===== config.mk =====
export PLATFORM = sky130hd
export DESIGN_NAME = async_fifo_rd_pack
export DESIGN_NICKNAME = d
export VERILOG_FILES = /design/src/rtl/async_fifo_rd_pack.sv
export SDC_FILE = /design/constraint.sdc
export NUM_CORES = 1
export LEC_CHECK = 0
export BUFFER_PORTS_ARGS = -buffer_cell sky130_fd_sc_hd__buf_4
export CORE_MARGIN = 5
export CORE_UTILIZATION = 45
export CTS_CLUSTER_DIAMETER = 50
export DETAILED_ROUTE_END_ITERATION = 7
export HOLD_SLACK_MARGIN = 0.08
export PLACE_DENSITY = 0.74
export SLEW_MARGIN = 20
export SYNTH_ARGS = -nofsm -noshare
export SYNTH_HDL_FRONTEND = slang
export SYNTH_SLANG_ARGS = --single-unit

===== constraint.sdc =====
create_clock -name rd_clk -period 2.9 [get_ports rd_clk]
set_clock_uncertainty 0.2 [all_clocks]
set_input_delay 0.29 -clock rd_clk [delete_from_list [all_inputs] [get_ports rd_clk]]
set_output_delay 0.29 -clock rd_clk [all_outputs]
set_load 0.02 [all_outputs]

===== src/rtl/async_fifo_rd_pack.sv =====
// -----------------------------------------------------------------------------
// async_fifo_rd_pack
//
// Read-side consumer of an async FIFO's first-word-fall-through port, living
// entirely in the rd_clk domain.  Pops DW-bit entries and packs NB of them into
// one DW*NB-bit word.  The word is presented on a valid/ready output with a
// per-lane byte-enable mask.  A programmable idle timeout (cfg_tmo) or an
// explicit flush_req pushes out a partially filled word, so trailing bytes
// never sit in the accumulator indefinitely.
//
// Optional build macro: PACK_BIG_ENDIAN_EN
//   undefined : first popped entry lands in lane 0 (little-endian packing)
//   defined   : first popped entry lands in lane NB-1 (big-endian packing);
//               a partial word then occupies the top lanes and out_be has its
//               top cnt bits set.
//
// Ports
//   rd_clk        in   clock (FIFO read-side clock)
//   rd_reset_n    in   synchronous active-low reset
//   fifo_empty    in   FIFO empty flag (combinational, FWFT)
//   fifo_rd_data  in   FIFO head entry, valid while fifo_empty=0
//   fifo_rd_en    out  pop strobe to the FIFO
//   cfg_tmo       in   idle cycles before a partial flush, 0 = timeout off
//   flush_req     in   single-cycle request to push a partial word
//   out_vld       out  output word valid
//   out_rdy       in   downstream accept
//   out_data      out  packed word
//   out_be        out  lane valid mask (contiguous lanes)
// -----------------------------------------------------------------------------
module async_fifo_rd_pack #(
    parameter int DW    = 8,
    parameter int NB    = 4,
    parameter int TMO_W = 8
) (
    input  logic                rd_clk,
    input  logic                rd_reset_n,
    input  logic                fifo_empty,
    input  logic [DW-1:0]       fifo_rd_data,
    output logic                fifo_rd_en,
    input  logic [TMO_W-1:0]    cfg_tmo,
    input  logic                flush_req,
    output logic                out_vld,
    input  logic                out_rdy,
    output logic [DW*NB-1:0]    out_data,
    output logic [NB-1:0]       out_be
);

    localparam int            CW   = $clog2(NB) + 1;
    localparam logic [CW-1:0] LAST = CW'(NB - 1);

    logic [CW-1:0]    cnt;
    logic [DW*NB-1:0] acc;
    logic [DW*NB-1:0] acc_wr;
    logic [TMO_W-1:0] tmo_cnt;
    logic             flush_pend;

    logic             out_free;
    logic             tmo_hit;
    logic             flush_fire;
    logic             pop;
    logic [CW-1:0]    lane;

    // Saturating increment for the idle counter; it parks at all-ones so a
    // long idle period never wraps back under cfg_tmo.
    function automatic logic [TMO_W-1:0] sat_inc(input logic [TMO_W-1:0] v);
        return (&v) ? v : v + TMO_W'(1);
    endfunction

    // Byte-enable mask for a partial word holding n lanes.
    function automatic logic [NB-1:0] lane_mask(input logic [CW-1:0] n);
        logic [NB-1:0] m;
        m = '0;
        for (int i = 0; i < NB; i++) begin
`ifdef PACK_BIG_ENDIAN_EN
            m[i] = (i >= NB - int'(n));
`else
            m[i] = (i < int'(n));
`endif
        end
        return m;
    endfunction

    // ---- control decode (combinational, current state) ----
    assign out_free   = !out_vld || out_rdy;
    assign tmo_hit    = (cfg_tmo != '0) && (tmo_cnt >= cfg_tmo);
    assign flush_fire = (cnt != '0) && (flush_pend || tmo_hit) && out_free;

    // The last lane may only be popped when the output register can take the
    // completed word; a firing flush owns this cycle.
    assign pop        = rd_reset_n && !fifo_empty && !flush_fire &&
                        ((cnt != LAST) || out_free);
    assign fifo_rd_en = pop;

`ifdef PACK_BIG_ENDIAN_EN
    assign lane = LAST - cnt;
`else
    assign lane = cnt;
`endif

    // Accumulator with the head entry dropped into the current lane.
    always_comb begin
        acc_wr = acc;
        for (int i = 0; i < NB; i++) begin
            if (lane == CW'(i)) begin
                acc_wr[i*DW +: DW] = fifo_rd_data;
            end
        end
    end

    // ---- registered state and output word ----
    always_ff @(posedge rd_clk) begin
        if (!rd_reset_n) begin
            out_vld    <= 1'b0;
            out_data   <= '0;
            out_be     <= '0;
            cnt        <= '0;
            acc        <= '0;
            tmo_cnt    <= '0;
            flush_pend <= 1'b0;
        end else begin
            if (out_vld && out_rdy) begin
                out_vld <= 1'b0;
            end

            if (flush_fire) begin
                // acc lanes beyond cnt are still zero from the last clear.
                out_data <= acc;
                out_be   <= lane_mask(cnt);
                out_vld  <= 1'b1;
                cnt      <= '0;
                acc      <= '0;
            end else if (pop) begin
                if (cnt == LAST) begin
                    out_data <= acc_wr;
                    out_be   <= '1;
                    out_vld  <= 1'b1;
                    cnt      <= '0;
                    acc      <= '0;
                end else begin
                    acc <= acc_wr;
                    cnt <= cnt + CW'(1);
                end
            end

            if (pop || flush_fire || (cnt == '0)) begin
                tmo_cnt <= '0;
            end else begin
                tmo_cnt <= sat_inc(tmo_cnt);
            end

            // A request against an empty accumulator has nothing to push.
            if (flush_fire || (cnt == '0)) begin
                flush_pend <= 1'b0;
            end else if (flush_req) begin
                flush_pend <= 1'b1;
            end
        end
    end

`ifndef SYNTHESIS
    a_no_pop_empty: assert property (@(posedge rd_clk)
        !(fifo_rd_en && fifo_empty));

    a_stall_stable: assert property (@(posedge rd_clk) disable iff (!rd_reset_n)
        (out_vld && !out_rdy) |=> ($stable(out_data) && $stable(out_be)));
`endif

endmodule


==> summary.txt, run 1 <==
Run status
  • Run status: complete, no violations

Placement
  • Placer congestion estimate: 0.816
  • DP Cell Count: 583
  • Area post-placement: 4310 µm²
  • Count of buffers from port buffering: 58
  • Post-DP HPWL: 6.73 mm

Drt
  • Via count of the routed design: 3355
  • Violation count after the first detailed-routing iteration: 196
  • Iteration count of the initial detailed-routing pass: 7
  • Via/cell ratio: 5.50
  • WL per Instance: 15.7 µm
  • Final routed wirelength across all metal layers: 9.55 mm
  • Antenna violation net count after detailed routing: 0
  • # DRC: 0

Critical path
  • Type of element launching the critical path: register
  • Category of the worst setup path capture point: output pin
  • Endpoint arrival time on the critical path: 2.27 ns
  • Max FO, Critical Path: 18
  • Startpoint-to-endpoint class of the critical path: register to output pin
  • Req. time, crit path: 2.41 ns

Clock tree
  • Clk Tree Root Cell: clkbuf_8
  • Number of clock sinks: 81
  • CTS Buffer Depth: 2
  • CTS tree: yes
  • Post-CTS clock slew at the launch and capture registers of the worst setup and hold paths: 0.09 ns
  • Num CTS Buffers: 9
  • Clock latency on the worst-skew pair: 0.35 ns
  • Post-CTS setup-driven buffer insertion count: 0
  • Level count of the clock H-tree: 3

STA
  • Setup violators final: 0
  • Actual slew at the worst max-slew pin: 0.738 ns
  • Post-route clock period utilization: 95.0%
  • Number of hold-slack violations in the final timing report: 0
  • Worst-case headroom to the max-slew limit: 50.4%
  • Final Critical Period: 2.76 ns
  • Max Slew Vio Count: 0
  • Unrepaired setup endpoints after global routing: false
  • Accumulated negative setup slack: 0 ns
  • Max Freq: 363 MHz

Synthesis
  • Fraction of registers with async set or reset after synthesis: 0%
  • Flip-flop and latch count after synthesis: 81
  • Number of enable-type register cells in the synthesized netlist: 0
  • Syn_nets: 471
  • Mean cell area of the mapped netlist: 8.62 µm²
  • Yosys cell types: 43
  • Main flop type after synthesis: dfxtp_1
  • Cells after synthesis: 438
  • Synthesis warning total: 0
  • Sequential element share of the synthesized area: 43.0%
  • Post-synthesis instance area: 3770 µm²

Worst hold path
  • Path type of the worst min-delay path: register to register

Layout
  • Most common cell after layout, fill and taps aside: dfxtp_1
  • Number of cells in the finished layout apart from fillers: 610
  • Number of nets in the layout: 533
  • Final-layout fill cell count: 741
  • Share of cells above drive strength 1: 19.8%
  • Post-route cell area: 4610 µm²
  • Antenna diode instance count: 0
  • Top library cells by usage in the layout, fill and taps aside: dfxtp_1 (80), buf_4 (70), nand2_1 (64)
  • P&R area growth vs syn: 22.2%

Global routing
  • Largest net degree at the start of global routing: 37
  • Global-route wire length before repair: 16.1 mm
  • Initial antenna violation count: 0
  • Total routing resource utilization after global routing: 19.7%
  • Sum of overflow across all layers after global routing: 0
  • Number of global-route vias before repair: 3168

Pwr
  • Leak pwr: 0.00195 µW
  • Overall power of the completed layout: 2400 µW
  • Peak ir drop on the vdd network: 0.218 mV
  • Power density over the cells: 520 nW/µm²

Flow run
  • Number of max-cap violations: 0

Floorplanning
  • Horizontal die dimension: 102 µm
  • Total die area: 10300 µm²
  • Die Y: 102 µm
  • Row count: 33
  • Core Footprint: 8180 µm²
  • I/O pin cnt: 59
  • Starting density of the core: 46.2%
-- critical path, cell delays in order (launching register included) --
cell,delay (ns)
dfxtp_1,0.43
inv_1,0.10
ha_1,0.20
nor2b_1,0.14
buf_4,0.21
nor3_2,0.19
buf_4,0.19
nand2_1,0.08
and2_1,0.21
buf_4,0.16
-- state kept, by name, indices dropped and copies added, names as in the netlist --
name	cells
flush_pend	1
out_vld	1
tmo_cnt	8
out_be	4
out_data	32
cnt	3
acc	32
-- cells in the mapped netlist, types with 2 or more instances --
| cell | count | area [µm²] |
|---|---|---|
| o31ai_1 | 9 | 67.6 |
| nor3_2 | 2 | 20.0 |
| a21oi_1 | 38 | 190 |
| buf_2 | 12 | 60.1 |
| mux2i_1 | 26 | 260 |
| a211oi_1 | 14 | 105 |
| o211a_1 | 8 | 80.1 |
| nand2b_1 | 5 | 31.3 |
| nor2b_1 | 4 | 25.0 |
| a311oi_1 | 9 | 78.8 |
| o21ai_0 | 7 | 35.0 |
| nor3_1 | 5 | 25.0 |
| buf_4 | 4 | 30.0 |
| clkbuf_1 | 13 | 48.8 |
| xnor2_1 | 4 | 35.0 |
| nor2_1 | 39 | 146 |
| dfxtp_1 | 81 | 1620 |
| a21o_1 | 2 | 15.0 |
| nand3_1 | 23 | 115 |
| inv_1 | 27 | 101 |
| o221a_1 | 8 | 90.1 |
| o21ai_1 | 3 | 15.0 |
| nand2_1 | 64 | 240 |
| ha_1 | 12 | 150 |
-- stage by stage --
| step | util (%) | hold WS, ns | setup slack (ns) |
|---|---|---|---|
| detailed placement | 52.7 | 0.222 | 0.285 |
| global placement | 52.7 | 0.218 | 0.325 |
| CTS | 56.4 | 0.235 | 0.102 |
| global route | 56.4 | 0.254 | 0.00750 |
| floorplan | - | 0.189 | 0.462 |
| finish | 56.4 | 0.234 | 0.145 |
-- final timing paths --
| check | start | endpoint | slack (ns) | depth (start not counted) |
|---|---|---|---|---|
| max | cnt[1] | fifo_rd_en | 0.14 | 9 |
| min | acc[27] | acc[27] | 0.23 | 2 |
| max reg2reg | cnt[1] | out_data[3] | 0.33 | 6 |
| min reg2reg | acc[27] | acc[27] | 0.23 | 2 |
-- kinds of logic after synthesis --
family | share of synthesized area, %
multiplexers | 6.90
flip-flops | 43.0
buffers and inverters | 6.76
AND/OR/NAND/NOR | 17.6
AO/OA/AOI/OAI | 20.6
XOR/XNOR | 1.16
adder cells (fa/ha/maj) | 3.98
-- where the power goes --
| group | total (µW) | internal, µW | switching, µW |
|---|---|---|---|
| logic | 446 | 173 | 273 |
| registers | 1190 | 1160 | 31.3 |
| clock network | 766 | 325 | 441 |
| total | 2400 | 1660 | 745 |
-- cell type report --
type,instances,area [µm²],area share (%)
Timing Repair Buffer,82,656,14.2
Sequential cell,81,1620,35.2
Clock inverter,6,50.0,1.08
Multi-Input combinational cell,299,1920,41.7
Tap cell,105,131,2.85
Clock buffer,10,128,2.77
Inverter,27,101,2.20
-- per-layer routing --
| metal | routed length (µm) | vias to the layer above | GRT usage, % |
|---|---|---|---|
| met5 | 0 | - | 0 |
| met4 | 133 | 0 | 7.87 |
| met3 | 538 | 11 | 3.24 |
| met2 | 4650 | 106 | 31.8 |
| met1 | 4230 | 1583 | 26.1 |
| li1 | - | 1655 | - |
-- timing repair --
action | in CTS | in global routing
gates resized for setup | 2 | 2
pin swaps | 0 | 1
setup endpoints to repair | 1 | 1
hold buffers | 11 | 0
hold endpoints to repair | 34 | 0
No activity file was read; power rests on OpenSTA's default activity.
==> run 2, diff against run 1 <==
- CORE_MARGIN: 5 -> not set
==> run 2 against run 1 <==
Effect of this change:
- clock power up 18%
- global-route usage is 2.4 points higher
- critical path depth fell by 2
- non-clock buffer count fell by 3
- flip-flop and latch count did not move
- fmax grew 2.4%
- die area down 15%
- largest cell class unchanged
==> summary.txt, run 2 (synthesis results as in run 1) <==
Clock tree
  • Number of clock sinks: 81 (unchanged)
  • Num CTS Buffers: 9 (unchanged)
  • Post-CTS clock slew at the launch and capture registers of the worst setup and hold paths: 0.08 ns (about the same)
  • Clock latency on the worst-skew pair: 0.35 ns (about the same)
  • Post-CTS setup-driven buffer insertion count: 0 (unchanged)
  • CTS Buffer Depth: 2 (unchanged)
  • CTS tree: yes
  • Count of hold buffers inserted by post-cts repair: 11 (unchanged)
  • Clk Tree Root Cell: clkbuf_8
  • Level count of the clock H-tree: 3 (unchanged)
  • Number of resized instances in the post-cts repair step: 0 (-2)

Layout
  • Most common cell after layout, fill and taps aside: dfxtp_1
  • Final-layout fill cell count: 753 (+1.6%)
  • Sequential cell area: 1620 µm² (about the same)
  • Share of cells above drive strength 1: 19.0% (-0.84 points)
  • Biggest registers after layout: acc x32, out_data x32, tmo_cnt x8
  • Multi-input gate area in the final layout: 1910 µm² (-0.78%)
  • Antenna diode instance count: 0 (unchanged)
  • P&R area growth vs syn: 22.2% (about the same)
  • Top library cells by usage in the layout, fill and taps aside: dfxtp_1 (81), buf_4 (67), nand2_1 (64)
  • Number of nets in the layout: 530 (-0.56%)

Critical path
  • Logic depth of the worst register-to-register path: 6 (unchanged)
  • Type of element launching the critical path: register
  • Max FO, Critical Path: 5 (-13)
  • Category of the worst setup path capture point: output pin
  • Worst path max stage delay: 0.41 ns (-0.02 ns)
  • Critical Path Source: tmo_cnt[6]
  • Capturing point of the worst reg2reg path: out_data[3]
  • Launching point of the worst reg2reg path: cnt[0]
  • Cells along the critical path: ha_1, a21o_1, a211oi_1, o31ai_2, nand2_1, and2_1, buf_4
  • Crit path capture: fifo_rd_en
  • Slowest library cell on the worst path: dfxtp_1
  • Startpoint-to-endpoint class of the critical path: register to output pin
  • Worst-case register-to-register setup slack: 0.28 ns (-0.05 ns)
  • Req. time, crit path: 2.41 ns (about the same)
  • Endpoint arrival time on the critical path: 2.20 ns (-0.07 ns)

Floorplanning
  • Core Footprint: 8180 µm² (unchanged)
  • Starting density of the core: 46.2% (unchanged)
  • Row count: 33 (unchanged)
  • Total die area: 8760 µm² (-15%)
  • I/O pin cnt: 59 (unchanged)
  • Die Y: 93.6 µm (-7.9%)
  • Horizontal die dimension: 93.6 µm (-7.9%)

Global routing
  • Total routing resource utilization after global routing: 22.0% (+2.4 points)
  • Initial antenna violation count: 0 (unchanged)
  • Largest net degree at the start of global routing: 37 (unchanged)
  • Sum of overflow across all layers after global routing: 0 (unchanged)
  • Global-route wire length before repair: 15.2 mm (-5.4%)
  • Number of global-route vias before repair: 3180 (+0.38%)

STA
  • Number of hold-slack violations in the final timing report: 0 (unchanged)
  • Max Slew Vio Count: 0 (unchanged)
  • Setup violators final: 0 (unchanged)
  • Max Freq: 372 MHz (+2.4%)
  • Worst-case headroom to the max-slew limit: 50.5% (+0.058 points)
  • Unrepaired setup endpoints after global routing: false
  • Actual slew at the worst max-slew pin: 0.737 ns (-0.000860 ns)
  • Post-route clock period utilization: 92.8% (-2.2 points)
  • Accumulated negative setup slack: 0 ns (unchanged)
  • Final Critical Period: 2.69 ns (-0.0648 ns)

Pwr
  • Power density over the cells: 548 nW/µm² (+5.3%)
  • Leak pwr: 0.00195 µW (+0.18%)
  • Overall power of the completed layout: 2530 µW (+5.2%)
  • Peak ir drop on the vdd network: 0.304 mV (+39%)
  • Switching power of the nets: 716 µW (-3.9%)
  • Net switching share of the total power: 28.3% (-2.7 points)
  • Internal cell power: 1810 µW (+9.4%)
  • Clk pwr share: 35.7% (+3.8 points)
  • Sequential power share: 47.1% (-2.4 points)
  • Combinational cell fraction of total power: 17.2% (-1.4 points)

Drt
  • Final routed wirelength across all metal layers: 9.21 mm (-3.6%)
  • Antenna violation net count after detailed routing: 0 (unchanged)
  • Iteration count of the initial detailed-routing pass: 5 (-2)
  • Via count of the routed design: 3329 (-0.77%)
  • Via/cell ratio: 5.49 (-0.12%)
  • WL per Instance: 15.2 µm (-2.9%)
  • Violation count after the first detailed-routing iteration: 244 (+24%)
  • # DRC: 0 (unchanged)

Flow run
  • Number of max-cap violations: 0 (unchanged)

Placement
  • Placer congestion estimate: 0.820 (+0.47%)
  • Post-DP HPWL: 6.52 mm (-3.2%)
  • Count of buffers from port buffering: 58 (unchanged)

Run status
  • Run status: complete, no violations

Worst hold path
  • Path type of the worst min-delay path: register to register
run 2: how the worst min path moves through the flow:
stage | startpoint | end | cells past startpoint
3_5_place_dp | acc[27] | acc[27] | 2
2_1_floorplan | fifo_empty | cnt[1] | 1
4_1_cts | acc[27] | acc[27] | 2
3_3_place_gp | acc[27] | acc[27] | 2
5_1_grt | acc[28] | acc[28] | 2
6_report | acc[27] | acc[27] | 2
run 2: final cells by class:
type / instances / area share [%]
multi-input cells: 299 / 41.4
clock buffers: 9 / 2.69
clock inverters: 6 / 1.98
flip-flops and latches: 81 / 35.2
repair buffers: 79 / 13.7
inverters: 27 / 2.20
well taps: 105 / 2.85
run 2: per-stage QoR:
| stage | area [µm²] | setup WS, ns | hold WS [ns] | util [%] | cells |
|---|---|---|---|---|---|
| 2_1_floorplan | 3770 | 0.462 | 0.189 | - | 438 |
| 3_5_place_dp | 4280 | 0.277 | 0.219 | 52.4 | 580 |
| 6_report | 4610 | 0.210 | 0.229 | 56.4 | 606 |
| 5_1_grt | 4610 | 0.0605 | 0.245 | 56.4 | 606 |
| 3_3_place_gp | 4280 | 0.374 | 0.216 | 52.4 | 580 |
| 4_1_cts | 4610 | 0.219 | 0.231 | 56.4 | 606 |
run 2: routing by layer:
layer / vias to the layer above / track usage (%) / part of all wire (%) / wire [µm]
met5: - / 0 / 0 / 0
met4: 0 / 9.36 / 1.9 / 175
met3: 19 / 3.74 / 4.3 / 397
met2: 98 / 37.1 / 50 / 4560
met1: 1559 / 27.7 / 44 / 4070
li1: 1653 / - / - / -
run 2: critical path, delay by kind of cell, from the launching register on:
family	cells	cell delay, ns
compound gates	3	0.71
flops	1	0.41
simple gates	2	0.30
fa+ha+maj	1	0.28
buf+inv	1	0.16
run 2: power groups by stage:
stage / registers (µW) / logic, µW / clock network (µW)
2_1_floorplan: 1240 / 246 / 0
3_3_place_gp: 1210 / 408 / 0
3_5_place_dp: 1220 / 417 / 0
4_1_cts: 1190 / 431 / 918
5_1_grt: 1200 / 470 / 975
6_report: 1190 / 434 / 903
